--- src/rtl/dp_batch_sequencer_pkg.sv ---
// Shared definitions for the dot-product batch sequencer: drain-mode
// encodings, stage slot indices, FSM states and a mod-3 step helper.
package dp_batch_sequencer_pkg;

   localparam logic [1:0] M_CTXT = 2'b01;
   localparam logic [1:0] M_PTXT = 2'b10;

   localparam int unsigned ST_LOAD  = 0;
   localparam int unsigned ST_NTT   = 1;
   localparam int unsigned ST_DRAIN = 2;

   typedef enum logic [1:0] {
      S_IDLE  = 2'd0,
      S_ISSUE = 2'd1,
      S_WAIT  = 2'd2,
      S_FIN   = 2'd3
   } state_t;

   // Advance a buffer index through 0,1,2 without a divider.
   function automatic logic [1:0] mod3_inc(input logic [1:0] v);
      return (v == 2'd2) ? 2'd0 : v + 2'd1;
   endfunction

endpackage

--- src/rtl/dp_batch_sequencer_done_tracker.sv ---
// Sticky per-core done collector for one pipeline stage. Flags clear in the
// ISSUE cycle, set from done pulses while the stage is outstanding, and any
// pulse that is not accepted is reported as a protocol error.
module dp_done_tracker #(
   parameter int unsigned WIDTH = 1
) (
   input  logic             clk,
   input  logic             rst_n,
   input  logic             i_clr,
   input  logic             i_arm,
   input  logic [WIDTH-1:0] i_done,
   output logic             o_all_done,
   output logic             o_err
);

   logic [WIDTH-1:0] r_flags;
   logic [WIDTH-1:0] w_accept;

   assign w_accept   = i_arm ? (i_done & ~r_flags) : '0;
   // Completion counts pulses arriving in this very cycle.
   assign o_all_done = &(r_flags | w_accept);
   assign o_err      = |(i_done & ~w_accept);

   // Sticky OR of accepted done pulses, cleared on stage issue.
   always_ff @(posedge clk) begin
      if (!rst_n)
         r_flags <= '0;
      else if (i_clr)
         r_flags <= '0;
      else
         r_flags <= r_flags | w_accept;
   end

endmodule

--- src/rtl/dp_batch_sequencer.sv ---
// Three-stage batch sequencer: load -> NTT -> drain over triple ping-pong
// buffers, one epoch per ISSUE/WAIT round, N+2 epochs per job.
module dp_batch_sequencer
   import dp_batch_sequencer_pkg::*;
#(
   parameter int unsigned NUM_CORE    = 2,
   parameter int unsigned NUM_SPLIT   = 4,
   parameter int unsigned BATCH_WIDTH = 8,
   parameter int unsigned SPLIT_WIDTH = 2
) (
   input  logic                   clk,
   input  logic                   rst_n,
   input  logic                   i_start,
   input  logic [1:0]             i_mode,
   input  logic [BATCH_WIDTH-1:0] i_num_batch,
   input  logic                   i_abort,
   output logic                   o_busy,
   output logic                   o_done,
   output logic                   o_err,
   output logic                   o_axi_start,
   output logic [1:0]             o_axi_buf,
   input  logic                   i_axi_done,
   output logic                   o_ntt_start,
   output logic [1:0]             o_ntt_buf,
   input  logic [NUM_CORE-1:0]    i_ntt_done,
   output logic                   o_madd_start,
   output logic                   o_wruram_start,
   output logic [1:0]             o_drain_buf,
   output logic [SPLIT_WIDTH-1:0] o_idx_split,
   input  logic [NUM_CORE-1:0]    i_madd_done,
   input  logic                   i_wruram_done
);

   // Split index of epoch 0 is (0-2) mod NUM_SPLIT.
   localparam logic [SPLIT_WIDTH-1:0] SPLIT_INIT =
      SPLIT_WIDTH'((NUM_SPLIT - (2 % NUM_SPLIT)) % NUM_SPLIT);
   localparam logic [SPLIT_WIDTH-1:0] SPLIT_LAST = SPLIT_WIDTH'(NUM_SPLIT - 1);

   state_t                 r_state;
   logic [1:0]             r_mode;
   logic [BATCH_WIDTH-1:0] r_num;
   logic [BATCH_WIDTH:0]   r_epoch;
   logic [2:0]             r_vld;
   logic                   r_busy, r_done, r_err;
   logic                   r_axi_start, r_ntt_start, r_madd_start, r_wruram_start;
   logic [1:0]             r_axi_buf, r_ntt_buf, r_drain_buf;
   logic [SPLIT_WIDTH-1:0] r_split;

   logic                   w_wait, w_issue, w_ptxt;
   logic [BATCH_WIDTH-1:0] w_num;
   logic [BATCH_WIDTH:0]   w_issue_epoch;
   logic [2:0]             w_vld;
   logic                   w_load_all, w_ntt_all, w_madd_all, w_wr_all;
   logic                   w_load_err, w_ntt_err, w_madd_err, w_wr_err;
   logic                   w_any_err, w_epoch_done, w_more;

   assign w_wait  = (r_state == S_WAIT);
   assign w_issue = (r_state == S_ISSUE);
   assign w_ptxt  = (r_mode == M_PTXT);

   // Slot validity is evaluated for the epoch about to be issued.
   assign w_num         = (r_state == S_IDLE) ? i_num_batch : r_num;
   assign w_issue_epoch = (r_state == S_IDLE) ? '0 : r_epoch + 1'b1;
   assign w_vld[ST_LOAD]  = (w_issue_epoch < {1'b0, w_num});
   assign w_vld[ST_NTT]   = (w_issue_epoch != '0) && (w_issue_epoch <= {1'b0, w_num});
   assign w_vld[ST_DRAIN] = (w_issue_epoch >= (BATCH_WIDTH+1)'(2));

   assign w_more = (r_epoch < ({1'b0, r_num} + 1'b1));

   dp_done_tracker #(.WIDTH(1)) u_load (
      .clk(clk), .rst_n(rst_n), .i_clr(w_issue),
      .i_arm(w_wait & r_vld[ST_LOAD]), .i_done(i_axi_done),
      .o_all_done(w_load_all), .o_err(w_load_err));

   dp_done_tracker #(.WIDTH(NUM_CORE)) u_ntt (
      .clk(clk), .rst_n(rst_n), .i_clr(w_issue),
      .i_arm(w_wait & r_vld[ST_NTT]), .i_done(i_ntt_done),
      .o_all_done(w_ntt_all), .o_err(w_ntt_err));

   // Drain is tracked per mode so a done of the wrong drain kind is an error.
   dp_done_tracker #(.WIDTH(NUM_CORE)) u_madd (
      .clk(clk), .rst_n(rst_n), .i_clr(w_issue),
      .i_arm(w_wait & r_vld[ST_DRAIN] & w_ptxt), .i_done(i_madd_done),
      .o_all_done(w_madd_all), .o_err(w_madd_err));

   dp_done_tracker #(.WIDTH(1)) u_wruram (
      .clk(clk), .rst_n(rst_n), .i_clr(w_issue),
      .i_arm(w_wait & r_vld[ST_DRAIN] & ~w_ptxt), .i_done(i_wruram_done),
      .o_all_done(w_wr_all), .o_err(w_wr_err));

   assign w_any_err    = w_load_err | w_ntt_err | w_madd_err | w_wr_err;
   assign w_epoch_done = (~r_vld[ST_LOAD] | w_load_all) &
                         (~r_vld[ST_NTT]  | w_ntt_all) &
                         (~r_vld[ST_DRAIN] | (w_ptxt ? w_madd_all : w_wr_all));

   // Sequencer FSM with registered start pulses, buffer/split rotation and status.
   always_ff @(posedge clk) begin
      if (!rst_n) begin
         r_state        <= S_IDLE;
         r_mode         <= '0;
         r_num          <= '0;
         r_epoch        <= '0;
         r_vld          <= '0;
         r_busy         <= 1'b0;
         r_done         <= 1'b0;
         r_err          <= 1'b0;
         r_axi_start    <= 1'b0;
         r_ntt_start    <= 1'b0;
         r_madd_start   <= 1'b0;
         r_wruram_start <= 1'b0;
         r_axi_buf      <= '0;
         r_ntt_buf      <= '0;
         r_drain_buf    <= '0;
         r_split        <= '0;
      end else begin
         r_axi_start    <= 1'b0;
         r_ntt_start    <= 1'b0;
         r_madd_start   <= 1'b0;
         r_wruram_start <= 1'b0;
         r_done         <= 1'b0;
         if (w_any_err)
            r_err <= 1'b1;
         case (r_state)
            S_IDLE: begin
               if (i_start) begin
                  if (i_mode == M_CTXT || i_mode == M_PTXT) begin
                     r_mode      <= i_mode;
                     r_num       <= i_num_batch;
                     r_epoch     <= '0;
                     r_err       <= w_any_err;
                     r_busy      <= 1'b1;
                     r_axi_buf   <= 2'd0;
                     r_ntt_buf   <= 2'd2;
                     r_drain_buf <= 2'd1;
                     r_split     <= SPLIT_INIT;
                     if (i_num_batch == '0) begin
                        r_state <= S_FIN;
                     end else begin
                        r_state     <= S_ISSUE;
                        r_vld       <= w_vld;
                        r_axi_start <= w_vld[ST_LOAD];
                     end
                  end else begin
                     r_err <= 1'b1;
                  end
               end
            end
            S_ISSUE: begin
               if (i_abort) begin
                  r_state <= S_IDLE;
                  r_busy  <= 1'b0;
               end else begin
                  r_state <= S_WAIT;
               end
            end
            S_WAIT: begin
               if (i_abort) begin
                  r_state <= S_IDLE;
                  r_busy  <= 1'b0;
               end else if (w_epoch_done) begin
                  r_epoch <= w_issue_epoch;
                  if (w_more) begin
                     r_state        <= S_ISSUE;
                     r_vld          <= w_vld;
                     r_axi_start    <= w_vld[ST_LOAD];
                     r_ntt_start    <= w_vld[ST_NTT];
                     r_madd_start   <= w_vld[ST_DRAIN] & w_ptxt;
                     r_wruram_start <= w_vld[ST_DRAIN] & ~w_ptxt;
                     r_axi_buf      <= mod3_inc(r_axi_buf);
                     r_ntt_buf      <= mod3_inc(r_ntt_buf);
                     r_drain_buf    <= mod3_inc(r_drain_buf);
                     r_split        <= (r_split == SPLIT_LAST) ? '0 : r_split + 1'b1;
                  end else begin
                     r_state <= S_FIN;
                     r_done  <= 1'b1;
                  end
               end
            end
            S_FIN: begin
               // Entry from WAIT already raised o_done; an empty job raises it here,
               // one cycle later, so both paths emit exactly one pulse.
               if (r_done) begin
                  r_state <= S_IDLE;
                  r_busy  <= 1'b0;
               end else begin
                  r_done <= 1'b1;
               end
            end
            default: r_state <= S_IDLE;
         endcase
      end
   end

   assign o_busy         = r_busy;
   assign o_done         = r_done;
   assign o_err          = r_err;
   assign o_axi_start    = r_axi_start;
   assign o_axi_buf      = r_axi_buf;
   assign o_ntt_start    = r_ntt_start;
   assign o_ntt_buf      = r_ntt_buf;
   assign o_madd_start   = r_madd_start;
   assign o_wruram_start = r_wruram_start;
   assign o_drain_buf    = r_drain_buf;
   assign o_idx_split    = r_split;

endmodule

--- config.mk ---
export PLATFORM = sky130hd
export DESIGN_NAME = dp_batch_sequencer
export DESIGN_NICKNAME = d
export VERILOG_FILES = /design/src/rtl/dp_batch_sequencer_pkg.sv /design/src/rtl/dp_batch_sequencer_done_tracker.sv /design/src/rtl/dp_batch_sequencer.sv
export SDC_FILE = /design/constraint.sdc
export NUM_CORES = 1
export LEC_CHECK = 0
export CORE_ASPECT_RATIO = 0.9
export CORE_MARGIN = 10
export CORE_UTILIZATION = 56
export CTS_CLUSTER_DIAMETER = 50
export DETAILED_ROUTE_END_ITERATION = 8
export GPL_ROUTABILITY_DRIVEN = 0
export GPL_TIMING_DRIVEN = 1
export PLACE_DENSITY = 0.84
export SLEW_MARGIN = 20
export SYNTH_ARGS = -nofsm -noshare
export SYNTH_HDL_FRONTEND = slang
export SYNTH_HIERARCHICAL = 1
export SYNTH_SLANG_ARGS = --single-unit
--- constraint.sdc ---
create_clock -name clk -period 3.9 [get_ports clk]
set_input_delay 0.78 -clock clk [delete_from_list [all_inputs] [get_ports clk]]
set_output_delay 0.78 -clock clk [all_outputs]
set_load 0.01 [all_outputs]
## Word-level counts from Yosys, hierarchy flattened

Cells that the tools add are included.

- Equal/unequal tests: 19
- Mux-type cells: 75
- Bitwise gates (word level): 43
- Reduce and logical (&&, ||, !) cells: 19
- Shift operators: 0
- Divide/modulo/power cells: 0
- $lt $le $gt $ge: 4
- $mul: 0
- Add/sub/neg operators: 6

Operators with widths:

| kind | number |
|---|---|
| two-way mux 2 bit | 32 |
| two-way mux 9 bit | 5 |
| two-way mux 1 bit | 21 |
| two-way mux 3 bit | 6 |
| case mux 9 bit (2 select lines) | 1 |
| == test 2 bit, second input constant | 8 |
| case mux 2 bit (2 select lines) | 4 |
| bitwise AND 1 bit | 13 |
| NOT 1 bit | 12 |
| adder 8 x 1 -> 9 bit, second input constant | 1 |
| adder 9 x 1 -> 9 bit, second input constant | 1 |
| >= comparator 9 x 2 -> 1 bit, second input constant | 1 |
| less-or-equal comparator 9 x 8 -> 1 bit | 1 |
| < comparator 9 x 8 -> 1 bit | 1 |
| < comparator 9 bit | 1 |
| nonzero test 9 bit | 1 |
| adder 2 x 1 -> 2 bit, second input constant | 4 |
| bitwise AND 2 bit | 4 |
| logical NOT 8 bit | 1 |
| two-way mux 8 bit | 1 |
| != test 2 x 1 -> 1 bit, second input constant | 4 |
| != test 2 bit, second input constant | 4 |
| NOT 2 bit | 4 |
| OR 1 bit | 8 |
| other kinds (19) | 27 |

- Memory bits (read-only): 0
- Flip-flop bits (word level): 45
- Memories: 0
- Memory bits (writable): 0
- Logic and storage cells: 186
- Output and inout bits: 15
- Bits in latches: 0
- Bits of input ports: 20

## Depth between registers and ports, before layout

Gate-level depths: netlist of run 1.

- Word-level depth: 12
- Depth in mapped cells: 15

## By module

Netlist of run 1, hierarchy kept.

Modules (own cells, without submodules):

| module | area an instance (um^2) | cells an instance | times used |
|---|---|---|---|
| dp_batch_sequencer | 2623.8 | 310 | 1 |
| dp_done_tracker (u_madd ...) | 88.8 | 11 | 2 |
| dp_done_tracker (u_load ...) | 47.5 | 5 | 2 |

## Worst setup path before layout of run 1

No wires, ideal clock.

- Path kind: register to register
- Start point: register r_state[0]
- End point: register r_vld[1]
- Cell stages (with the launch flop): 14
- Data arrival time: 2.901 ns
- Slack: 0.882 ns
- Setup time: 0.116 ns
- Path through: dfxtp_1 -> inv_1 -> ha_1 -> clkbuf_1 -> buf_2 -> clkbuf_1 -> mux2i_1 -> ha_1 -> a21oi_1 -> and3_1 -> o22a_1 -> a211oi_1 -> o21ai_0 -> a41o_1

- Word-level cells in the longest chain between the ends: 11
- Elaborated cells between the ends (all ways): 43
- Classes of those cells: 1 x order compare; 7 x eq/ne; 14 x mux; 14 x bitwise; 7 x reduce/logical

RTL lines:

| element | RTL line | source |
|---|---|---|
| start: declaration | dp_batch_sequencer.sv:39 | `state_t r_state;` |
| start signal: assignment | dp_batch_sequencer.sv:99 | `r_state <= S_IDLE;` |
| start signal: assignment | dp_batch_sequencer.sv:137 | `r_state <= S_FIN;` |
| start signal: assignment | dp_batch_sequencer.sv:139 | `r_state <= S_ISSUE;` |
| == test 2 bit | dp_batch_sequencer.sv:57, dp_batch_sequencer.sv:123 |  |
| bitwise AND 1 bit | dp_batch_sequencer.sv:83, dp_batch_sequencer.sv:88 |  |
| bitwise AND 1 bit | dp_batch_sequencer.sv:83 | `.i_arm(w_wait & r_vld[ST_DRAIN] & w_ptxt), .i_done(i_madd_done),` |
| two-way mux 2 bit | dp_batch_sequencer_done_tracker.sv:19 | `assign w_accept = i_arm ? (i_done & ~r_flags) : '0;` |
| OR 2 bit | dp_batch_sequencer_done_tracker.sv:21 | `assign o_all_done = &(r_flags \| w_accept);` |
| AND reduction 2 bit | dp_batch_sequencer_done_tracker.sv:21 |  |
| two-way mux 1 bit | dp_batch_sequencer.sv:94 | `(~r_vld[ST_DRAIN] \| (w_ptxt ? w_madd_all : w_wr_all));` |
| OR 1 bit | dp_batch_sequencer.sv:94 |  |
| bitwise AND 1 bit | dp_batch_sequencer.sv:93 | `(~r_vld[ST_NTT] \| w_ntt_all) &` |
| != test 2 x 1 -> 1 bit (no line) | n/a |  |
| AND reduction 7 bit (no line) | n/a |  |
| end signal: assignment | dp_batch_sequencer.sv:140 | `r_vld <= w_vld;` |
| end signal: assignment | dp_batch_sequencer.sv:164 | `r_vld <= w_vld;` |
| end: declaration | dp_batch_sequencer.sv:43 | `logic [2:0] r_vld;` |

Parallel ways exist; a longest one is shown, timed or not. The select of a mux whose other input is x is not followed.
A chain may end at the register's enable or synchronous reset.

## Final worst setup path of run 1

- Start point: register r_num[0]
- End point: register r_ntt_start (netlist: o_ntt_start)

- Word-level cells in the longest chain between the ends: 4
- Elaborated cells between the ends (all ways): 7
- Classes of those cells: 1 x add/sub; 2 x order compare; 1 x mux; 1 x bitwise; 2 x reduce/logical

RTL lines:

| element | RTL line | source |
|---|---|---|
| start: declaration | dp_batch_sequencer.sv:41 | `logic [BATCH_WIDTH-1:0] r_num;` |
| start signal: assignment | dp_batch_sequencer.sv:128 | `r_num <= i_num_batch;` |
| adder 8 x 1 -> 9 bit | dp_batch_sequencer.sv:68 | `assign w_more = (r_epoch < ({1'b0, r_num} + 1'b1));` |
| < comparator 9 bit | dp_batch_sequencer.sv:68 |  |
| NOT 1 bit (no line) | n/a |  |
| OR reduction 5 bit (no line) | n/a |  |
| end signal: assignment | dp_batch_sequencer.sv:166 | `r_ntt_start <= w_vld[ST_NTT];` |
| end: declaration | dp_batch_sequencer.sv:45 | `logic r_axi_start, r_ntt_start, r_madd_start, r_wruram_start;` |

Parallel ways exist; a longest one is shown, timed or not.

==> impl_metrics.csv, run 1 <==
group,metric,value,unit
die,die-width,95.8,microns
finish,multiInputGateArea,1880,sq um
clock_tree,tritoncts_clock_tree,"done",
finish,layout-drive-gt1-share,7.01,%
clock_tree,ctsResizeCount,0,
flow_run,drv_cap,0,
place,detailed_place_hpwl,5280,microns
yosys,netlist_instances,342,
die,design.portCount,35,
setup_path,timing.critical_path.max_delay_family,"compound AO/OA/AOI/OAI gates",
yosys,syn_area,2900,sq um
yosys,synth_enable_flop_cells,0,
yosys,synth_ff_type,"sky130_fd_sc_hd__dfxtp_1",
yosys,synth_seq_cells,45,
timing,final_max_slew_viol_count,0,
yosys,synth.net_count,383,
global_routing,antenna_violations_before_repair,0,
global_routing,grt.total_usage,17.0,%
yosys,sequential_area_share_after_synthesis,31.1,%
clock_tree,cts_hold_buf,0,
yosys,synth-warning-count,6,
timing,clock_skew,0.00948,ns
pwr,power_leakage,1.30,nW
finish,n_fill_cell,407,
clock_tree,tritoncts.num_buffers,5,
pwr,power_per_cell_area,530,nW/um^2
setup_path,worstPathBufferInverterCount,0,
timing,fin_setup_tns,0,ns
pwr,power.share.sequential,32.9,%
finish,antenna_cells_inserted,0,
pwr,netSwitchingPower,0.698,mW
die,rows,24,
place,postPlaceCellArea,3260,sq um
global_routing,first_global_vias,2420,
setup_path,cp_slowest_cell,"sky130_fd_sc_hd__a211oi_4",
finish,postLayoutCellArea,3380,sq um
yosys,synthDistinctLibCells,56,
setup_path,endpoint_type_of_the_worst_setup_path,"flip-flop",
finish,net_count_of_the_finished_layout,411,
timing,rsz0062_at_grt,"false",
clock_tree,insertion_delay,0.30,ns
clock_tree,cts_setup_buffers,0,
drt,drt_drc_violations_left,0,
drt,route.detailed.wl_per_inst,16.5,microns
global_routing,grt_pass1_wl,11700,microns
drt,route.vias.total,2666,
setup_path,critPathMaxFanout,13,
finish,layout-area-overhead-vs-synth,16.7,%
pwr,ir_worst_vdd,0.431,mV
timing,max_slew_headroom,31.8,%
timing,fmax,303,MHz
global_routing,grt_max_degree,31,
drt,finalWirelength,7170,microns
timing,timing_hold_violations_final,0,
yosys,synth_area_per_cell,8.47,sq um
timing,worst-slew-pin-transition,1.02,ns
clock_tree,clk_root_buffer_cell,"sky130_fd_sc_hd__clkbuf_8",
clock_tree,numClockSinks,45,
finish,sequential_cell_area,901,sq um
setup_path,setup.worst_path.start_class,"flip-flop",
global_routing,residual_overflow_from_global_routing,0,
pwr,comb_power_share,46.5,%
die,initial_core_util,58.8,%
die,design.core.area,4920,sq um
pwr,proportion_of_power_drawn_by_the_clock_network,20.6,%
pwr,p_int,1.09,mW
setup_path,data_required_time_at_the_worst_endpoint,4.14,ns
place,portBuffers,34,
drt,drt_pre_antenna_iters,4,
clock_tree,clock_path_buffers,2,
setup_path,slowest_delay,0.64,ns
clock_tree,h_tree_lvls,2,
clock_tree,clkSlewWorstSetupHoldPaths,0.09,ns
drt,drt_iter0_markers,145,
setup_path,ordered_cell_list_for_the_critical_path,"ha_1 -> nand3_1 -> nor2_1 -> nand3_1 -> ha_1 -> and4_4 -> a221oi_2 -> o211ai_2 -> a211oi_4 -> nand2_1 -> and3b_1",
setup_path,worstSetupPathType,"flip-flop to flip-flop",
timing,period_minus_slack,3.30,ns
yosys,synthArstFlopShare,0,%
run_status,run_status,"finished clean",
pwr,switching_share,39.0,%
drt,via_per_inst,6.11,
timing,setup_violators_final,0,
drt,final_antenna_net_count,0,
timing,final.period_utilization,84.5,%
worst_hold_path,worst_hold_path_type,"flip-flop to flip-flop",
setup_path,timing.critical_path.arrival,3.53,ns
die,die-height,88.2,microns
die,dieArea,8450,sq um
-- layout make-up --
cell class	instances	area share, %
inverters	12	1.33
multi-input cells	270	55.5
flip-flops and latches	45	26.7
clock buffers	6	2.44
well taps	65	2.41
repair buffers	36	10.5
clock inverters	2	1.11
-- sequential cells by signal (all words and copies together) (netlist names), 2 cells and up --
register        flops
r_state             2
r_num               8
r_vld               3
o_idx_split         2
u_ntt/r_flags       2
o_drain_buf         2
u_madd/r_flags      2
o_ntt_buf           2
r_mode              2
r_epoch             9
o_axi_buf           2
-- cells in the final DEF, fill, tap and decap left out, drive strengths merged, types with 3 or more instances in the layout --
cell	synthesis	final
a31oi	5	5
inv	12	12
or2	3	3
nor2b	4	4
clkbuf	6	6
a21o	5	5
and3b	3	3
o21ai	12	12
ha	21	21
clkdlybuf4s50	0	34
nand4b	3	3
nand3	14	14
nor4	3	3
a22oi	3	3
and4	3	3
nand2b	14	14
mux2i	25	25
a21boi	3	3
dfxtp	45	45
nand2	18	18
or3	3	3
xor2	7	7
nor3	8	8
nor2	48	48
xnor2	9	9
nand4	4	4
and3	3	3
o211ai	3	3
a21oi	21	21
-- final timing paths --
path | start | end | slack, ns | depth (start not counted)
max | r_num[0] | o_ntt_start | 0.60 | 11
min | o_drain_buf[1] | o_drain_buf[1] | 0.48 | 2
min reg2reg | o_drain_buf[1] | o_drain_buf[1] | 0.48 | 2
max reg2reg | r_num[0] | o_ntt_start | 0.60 | 11
-- cells by family (layout without fill, tap and decap cells) --
group | count (synthesis) | in the layout | share of synthesized area [%]
multiplexers | 26 | 26 | 9.03
buffers and inverters | 27 | 56 | 4.10
XOR/XNOR | 16 | 16 | 4.84
AND/OR/NAND/NOR | 137 | 137 | 24.7
AO/OA/AOI/OAI | 70 | 70 | 17.2
flip-flops | 45 | 45 | 31.1
adder cells (fa/ha/maj) | 21 | 21 | 9.07
-- synth_stat cells, types with 2 or more instances --
library cell | count | share of area [%]
sky130_fd_sc_hd__a211o_1 | 2 | 0.60
sky130_fd_sc_hd__a21boi_0 | 2 | 0.52
sky130_fd_sc_hd__a21o_1 | 5 | 1.3
sky130_fd_sc_hd__a21oi_1 | 21 | 3.6
sky130_fd_sc_hd__a221oi_2 | 2 | 1.0
sky130_fd_sc_hd__a22o_1 | 2 | 0.60
sky130_fd_sc_hd__a22oi_1 | 2 | 0.52
sky130_fd_sc_hd__a311oi_1 | 2 | 0.60
sky130_fd_sc_hd__a31oi_1 | 5 | 1.1
sky130_fd_sc_hd__and2_1 | 2 | 0.43
sky130_fd_sc_hd__and3_1 | 3 | 0.65
sky130_fd_sc_hd__and3b_1 | 3 | 0.91
sky130_fd_sc_hd__and4_1 | 2 | 0.60
sky130_fd_sc_hd__buf_2 | 8 | 1.4
sky130_fd_sc_hd__clkbuf_1 | 6 | 0.78
sky130_fd_sc_hd__dfxtp_1 | 45 | 31
sky130_fd_sc_hd__ha_1 | 21 | 9.1
sky130_fd_sc_hd__inv_1 | 12 | 1.6
sky130_fd_sc_hd__mux2i_1 | 25 | 8.6
sky130_fd_sc_hd__nand2_1 | 18 | 2.3
sky130_fd_sc_hd__nand2b_1 | 14 | 3.0
sky130_fd_sc_hd__nand3_1 | 14 | 2.4
sky130_fd_sc_hd__nand4_1 | 4 | 0.86
sky130_fd_sc_hd__nand4b_1 | 3 | 0.91
sky130_fd_sc_hd__nor2_1 | 47 | 6.1
sky130_fd_sc_hd__nor2b_1 | 4 | 0.86
sky130_fd_sc_hd__nor3_1 | 6 | 1.0
sky130_fd_sc_hd__nor3_2 | 2 | 0.69
sky130_fd_sc_hd__nor4_1 | 3 | 0.65
sky130_fd_sc_hd__o211ai_1 | 2 | 0.52
sky130_fd_sc_hd__o21a_1 | 2 | 0.52
sky130_fd_sc_hd__o21ai_0 | 11 | 1.9
sky130_fd_sc_hd__or2_2 | 3 | 0.65
sky130_fd_sc_hd__or3_1 | 3 | 0.65
sky130_fd_sc_hd__xnor2_1 | 9 | 2.7
sky130_fd_sc_hd__xor2_1 | 7 | 2.1
-- worst reg2reg max path: stages, from the launching register on --
cell	delay (ns)
sky130_fd_sc_hd__dfxtp_1	0.43
sky130_fd_sc_hd__ha_1	0.22
sky130_fd_sc_hd__nand3_1	0.13
sky130_fd_sc_hd__nor2_1	0.21
sky130_fd_sc_hd__nand3_1	0.11
sky130_fd_sc_hd__ha_1	0.34
sky130_fd_sc_hd__and4_4	0.21
sky130_fd_sc_hd__a221oi_2	0.30
sky130_fd_sc_hd__o211ai_2	0.22
sky130_fd_sc_hd__a211oi_4	0.64
sky130_fd_sc_hd__nand2_1	0.18
sky130_fd_sc_hd__and3b_1	0.25
-- routing by layer --
metal | up-vias | routed length (microns) | track usage [%]
met3 | 18 | 650 | 5.08
met1 | 1244 | 3300 | 22.9
met4 | 0 | 153 | 5.35
li1 | 1280 | - | -
met5 | - | 0 | 0
met2 | 124 | 3070 | 25.5
-- power by group through the flow --
stage	registers (mW)	logic (mW)	clock network, mW
2_1_floorplan	0.592	0.610	0
4_1_cts	0.588	0.827	0.372
5_1_grt	0.599	0.912	0.391
3_5_place_dp	0.597	0.815	0
3_3_place_gp	0.593	0.793	0
6_report	0.589	0.833	0.368
-- metrics by stage --
stage / total power, mW / hold WS [ns] / utilization, % / setup WS (ns) / cells
final: 1.79 / 0.482 / 68.6 / 0.603 / 436
after global routing: 1.90 / 0.510 / 68.6 / 0.377 / 436
after CTS: 1.79 / 0.484 / 68.6 / 0.641 / 436
after detailed placement: 1.41 / 0.470 / 66.2 / 0.681 / 428
after global placement: 1.39 / 0.464 / 66.2 / 0.741 / 428
after floorplan: 1.20 / 0.454 / - / 0.882 / 342
Power figures use the tool's default switching activity.
==> run 2: changes to the inputs <==
--- a/config.mk
+++ b/config.mk
@@ -7,12 +7,12 @@
 export LEC_CHECK = 0
 export CORE_ASPECT_RATIO = 0.9
 export CORE_MARGIN = 10
-export CORE_UTILIZATION = 56
+export CORE_UTILIZATION = 51
 export CTS_CLUSTER_DIAMETER = 50
 export DETAILED_ROUTE_END_ITERATION = 8
 export GPL_ROUTABILITY_DRIVEN = 0
 export GPL_TIMING_DRIVEN = 1
-export PLACE_DENSITY = 0.84
+export PLACE_DENSITY = 0.81
 export SLEW_MARGIN = 20
 export SYNTH_ARGS = -nofsm -noshare
 export SYNTH_HDL_FRONTEND = slang
==> constraint.sdc (replaced) <==
create_clock -name clk -period 2.67 [get_ports clk]
set_input_delay 0.534 -clock clk [delete_from_list [all_inputs] [get_ports clk]]
set_output_delay 0.534 -clock clk [all_outputs]
set_load 0.01 [all_outputs]
==> run 2 against run 1 <==
The flow now finishes with violations (setup timing). Clock skew is 0.0063 ns lower. Combinational power up 99%. Utilization increased by 2.5 points. Sequential share of layout area decreased by 2.8 points. Largest cell class unchanged. Flip-flop and latch count stayed put. Largest power group unchanged. Critical endpoint is now o_axi_buf[1].
==> impl_metrics.csv, run 2 (synthesis results as in run 1) <==
group,metric,value,unit
clock_tree,insertion_delay,0.30,ns
pwr,proportion_of_power_drawn_by_the_clock_network,14.1,%
pwr,p_int,1.76,mW
drt,via_per_inst,5.96,
pwr,switching_share,40.1,%
pwr,comb_power_share,56.6,%
flow_run,drv_cap,0,
drt,finalWirelength,8370,microns
pwr,power.share.sequential,29.2,%
timing,post-route-worst-setup-slack,-0.0129,ns
clock_tree,clock_path_buffers,2,
clock_tree,clk_root_buffer_cell,"sky130_fd_sc_hd__clkbuf_8",
finish,net_count_of_the_finished_layout,450,
pwr,ir_worst_vdd,0.608,mV
drt,drt_iter0_markers,229,
finish,antenna_cells_inserted,0,
clock_tree,numClockSinks,45,
setup_path,setup.worst_path.start_class,"flip-flop",
timing,setup_violators_final,5,
run_status,violations_in_the_final_reports,"setup timing",
die,die-height,91.5,microns
place,postPlaceCellArea,3540,sq um
pwr,netSwitchingPower,1.18,mW
drt,drt_drc_violations_left,0,
finish,n_fill_cell,405,
die,rows,25,
finish,layout-drive-gt1-share,21.7,%
die,die-width,99.4,microns
timing,final.period_utilization,100,%
setup_path,worstSetupPathType,"flip-flop to flip-flop",
drt,final_antenna_net_count,0,
finish,largest-register,"r_epoch",
timing,timing_hold_violations_final,0,
run_status,run_status,"complete, but fails checks",
global_routing,first_global_vias,2760,
setup_path,r2r_slack,-0.01,ns
finish,final_cell_mix,"45 x sky130_fd_sc_hd__nor2_1, 40 x sky130_fd_sc_hd__dfxtp_1, 35 x sky130_fd_sc_hd__buf_4",
setup_path,timing.critical_path.arrival,2.89,ns
clock_tree,tritoncts_clock_tree,"done",
die,initial_core_util,53.8,%
drt,route.detailed.wl_per_inst,17.6,microns
finish,reg_top3,"r_epoch x9, r_num x8, r_vld x3",
pwr,power_leakage,1.51,nW
timing,period_minus_slack,2.68,ns
drt,drt_pre_antenna_iters,5,
place,dpl.cell_count,460,
global_routing,grt.total_usage,17.6,%
pwr,fin_total_pwr,2.94,mW
finish,layout-area-overhead-vs-synth,32.1,%
finish,multiInputGateArea,2000,sq um
clock_tree,tritoncts.num_buffers,5,
setup_path,data_required_time_at_the_worst_endpoint,2.87,ns
timing,final_max_slew_viol_count,0,
timing,max_slew_headroom,61.5,%
timing,worst-slew-pin-transition,0.562,ns
clock_tree,h_tree_lvls,2,
finish,sequential_cell_area,912,sq um
global_routing,grt_max_degree,21,
timing,fmax,373,MHz
place,detailed_place_hpwl,6040,microns
setup_path,endpoint_type_of_the_worst_setup_path,"flip-flop",
clock_tree,clkSlewWorstSetupHoldPaths,0.08,ns
global_routing,grt_pass1_wl,13400,microns
die,design.portCount,35,
setup_path,critPathMaxFanout,3,
timing,rsz0062_at_grt,"true",
global_routing,residual_overflow_from_global_routing,0,
finish,postLayoutCellArea,3830,sq um
die,dieArea,9100,sq um
finish,mostFrequentLayoutCell,"sky130_fd_sc_hd__nor2_1",
drt,route.vias.total,2845,
place,portBuffers,34,
pwr,power_per_cell_area,767,nW/um^2
global_routing,antenna_violations_before_repair,0,
finish,largest_register_ffs,9,
worst_hold_path,worst_hold_path_type,"flip-flop to flip-flop",
timing,clock_skew,0.00322,ns
die,design.core.area,5380,sq um
finish,stdcell_count,477,
finish,fraction_of_the_core_area_covered_by_cells_at_the_end_of_the_flow,71.1,%
[run 2: changes by cell type in the layout (fill, tap and decap cells not counted), moves of 3 or more]
cell	previous run	this run
sky130_fd_sc_hd__a21oi_1	21	15
sky130_fd_sc_hd__nand2_1	18	14
sky130_fd_sc_hd__buf_12	0	4
sky130_fd_sc_hd__a21oi_2	0	6
sky130_fd_sc_hd__ha_1	21	18
sky130_fd_sc_hd__dfxtp_2	0	3
sky130_fd_sc_hd__buf_4	2	35
sky130_fd_sc_hd__nand2_2	0	4
sky130_fd_sc_hd__dfxtp_1	45	40
[run 2: power groups by stage]
stage	logic [mW]	registers (mW)	clock network, mW
6_report	1.66	0.859	0.415
3_5_place_dp	1.41	0.864	0
3_3_place_gp	1.36	0.862	0
2_1_floorplan	0.920	0.865	0
5_1_grt	1.78	0.870	0.455
4_1_cts	1.58	0.851	0.427
[run 2: what timing repair did]
| action | CTS | global route |
|---|---|---|
| hold buffers | 0 | 0 |
| pin swaps | 5 | 21 |
| setup buffers | 6 | 3 |
| endpoints found under the hold margin | 0 | 0 |
| setup endpoints to repair | 9 | 21 |
| resized for setup | 15 | 20 |
| cloned | 1 | 0 |
[run 2: worst max-delay path, cell delays in order (launching register included)]
cell                       delay, ns
sky130_fd_sc_hd__dfxtp_4        0.37
sky130_fd_sc_hd__and4_4         0.22
sky130_fd_sc_hd__nand4_1        0.10
sky130_fd_sc_hd__xor2_1         0.17
sky130_fd_sc_hd__ha_1           0.32
sky130_fd_sc_hd__and4_4         0.19
sky130_fd_sc_hd__a221oi_4       0.27
sky130_fd_sc_hd__o211ai_2       0.16
sky130_fd_sc_hd__buf_4          0.17
sky130_fd_sc_hd__a211o_4        0.35
sky130_fd_sc_hd__buf_6          0.14
sky130_fd_sc_hd__nand2_2        0.07
sky130_fd_sc_hd__a21oi_2        0.04
[run 2: final timing paths]
| check | to | cells after the start | start |
|---|---|---|---|
| hold reg to reg | o_idx_split[1] | 2 | o_idx_split[1] |
| setup reg to reg | o_axi_buf[1] | 12 | r_num[0] |
| hold / removal | o_idx_split[1] | 2 | o_idx_split[1] |
| setup / recovery | o_axi_buf[1] | 12 | r_num[0] |
[run 2: layout make-up]
type,count,share of cell area [%]
inverter,12,1.18
clock buffer,6,1.90
clock inverter,2,0.262
timing repair buffer,75,18.4
multi-input combinational,270,52.2
tap,67,2.19
sequential,45,23.8
[run 2: metrics by stage]
step | hold WS [ns] | TNS, ns | setup slack [ns]
floorplan | 0.454 | -0.0230 | -0.0230
global placement | 0.463 | -0.0521 | -0.0521
detailed placement | 0.474 | -0.188 | -0.0622
CTS | 0.490 | 0 | 0.0120
global route | 0.514 | -0.672 | -0.0862
finish | 0.492 | -0.0500 | -0.0129
[run 2: routing by layer]
| layer | vias to the layer above | track usage (%) | part of all wire, % |
|---|---|---|---|
| met1 | 1340 | 22.2 | 44 |
| met4 | 0 | 4.30 | 1.8 |
| li1 | 1360 | - | - |
| met2 | 125 | 28.1 | 45 |
| met3 | 20 | 5.83 | 8.8 |
| met5 | - | 0 | 0 |
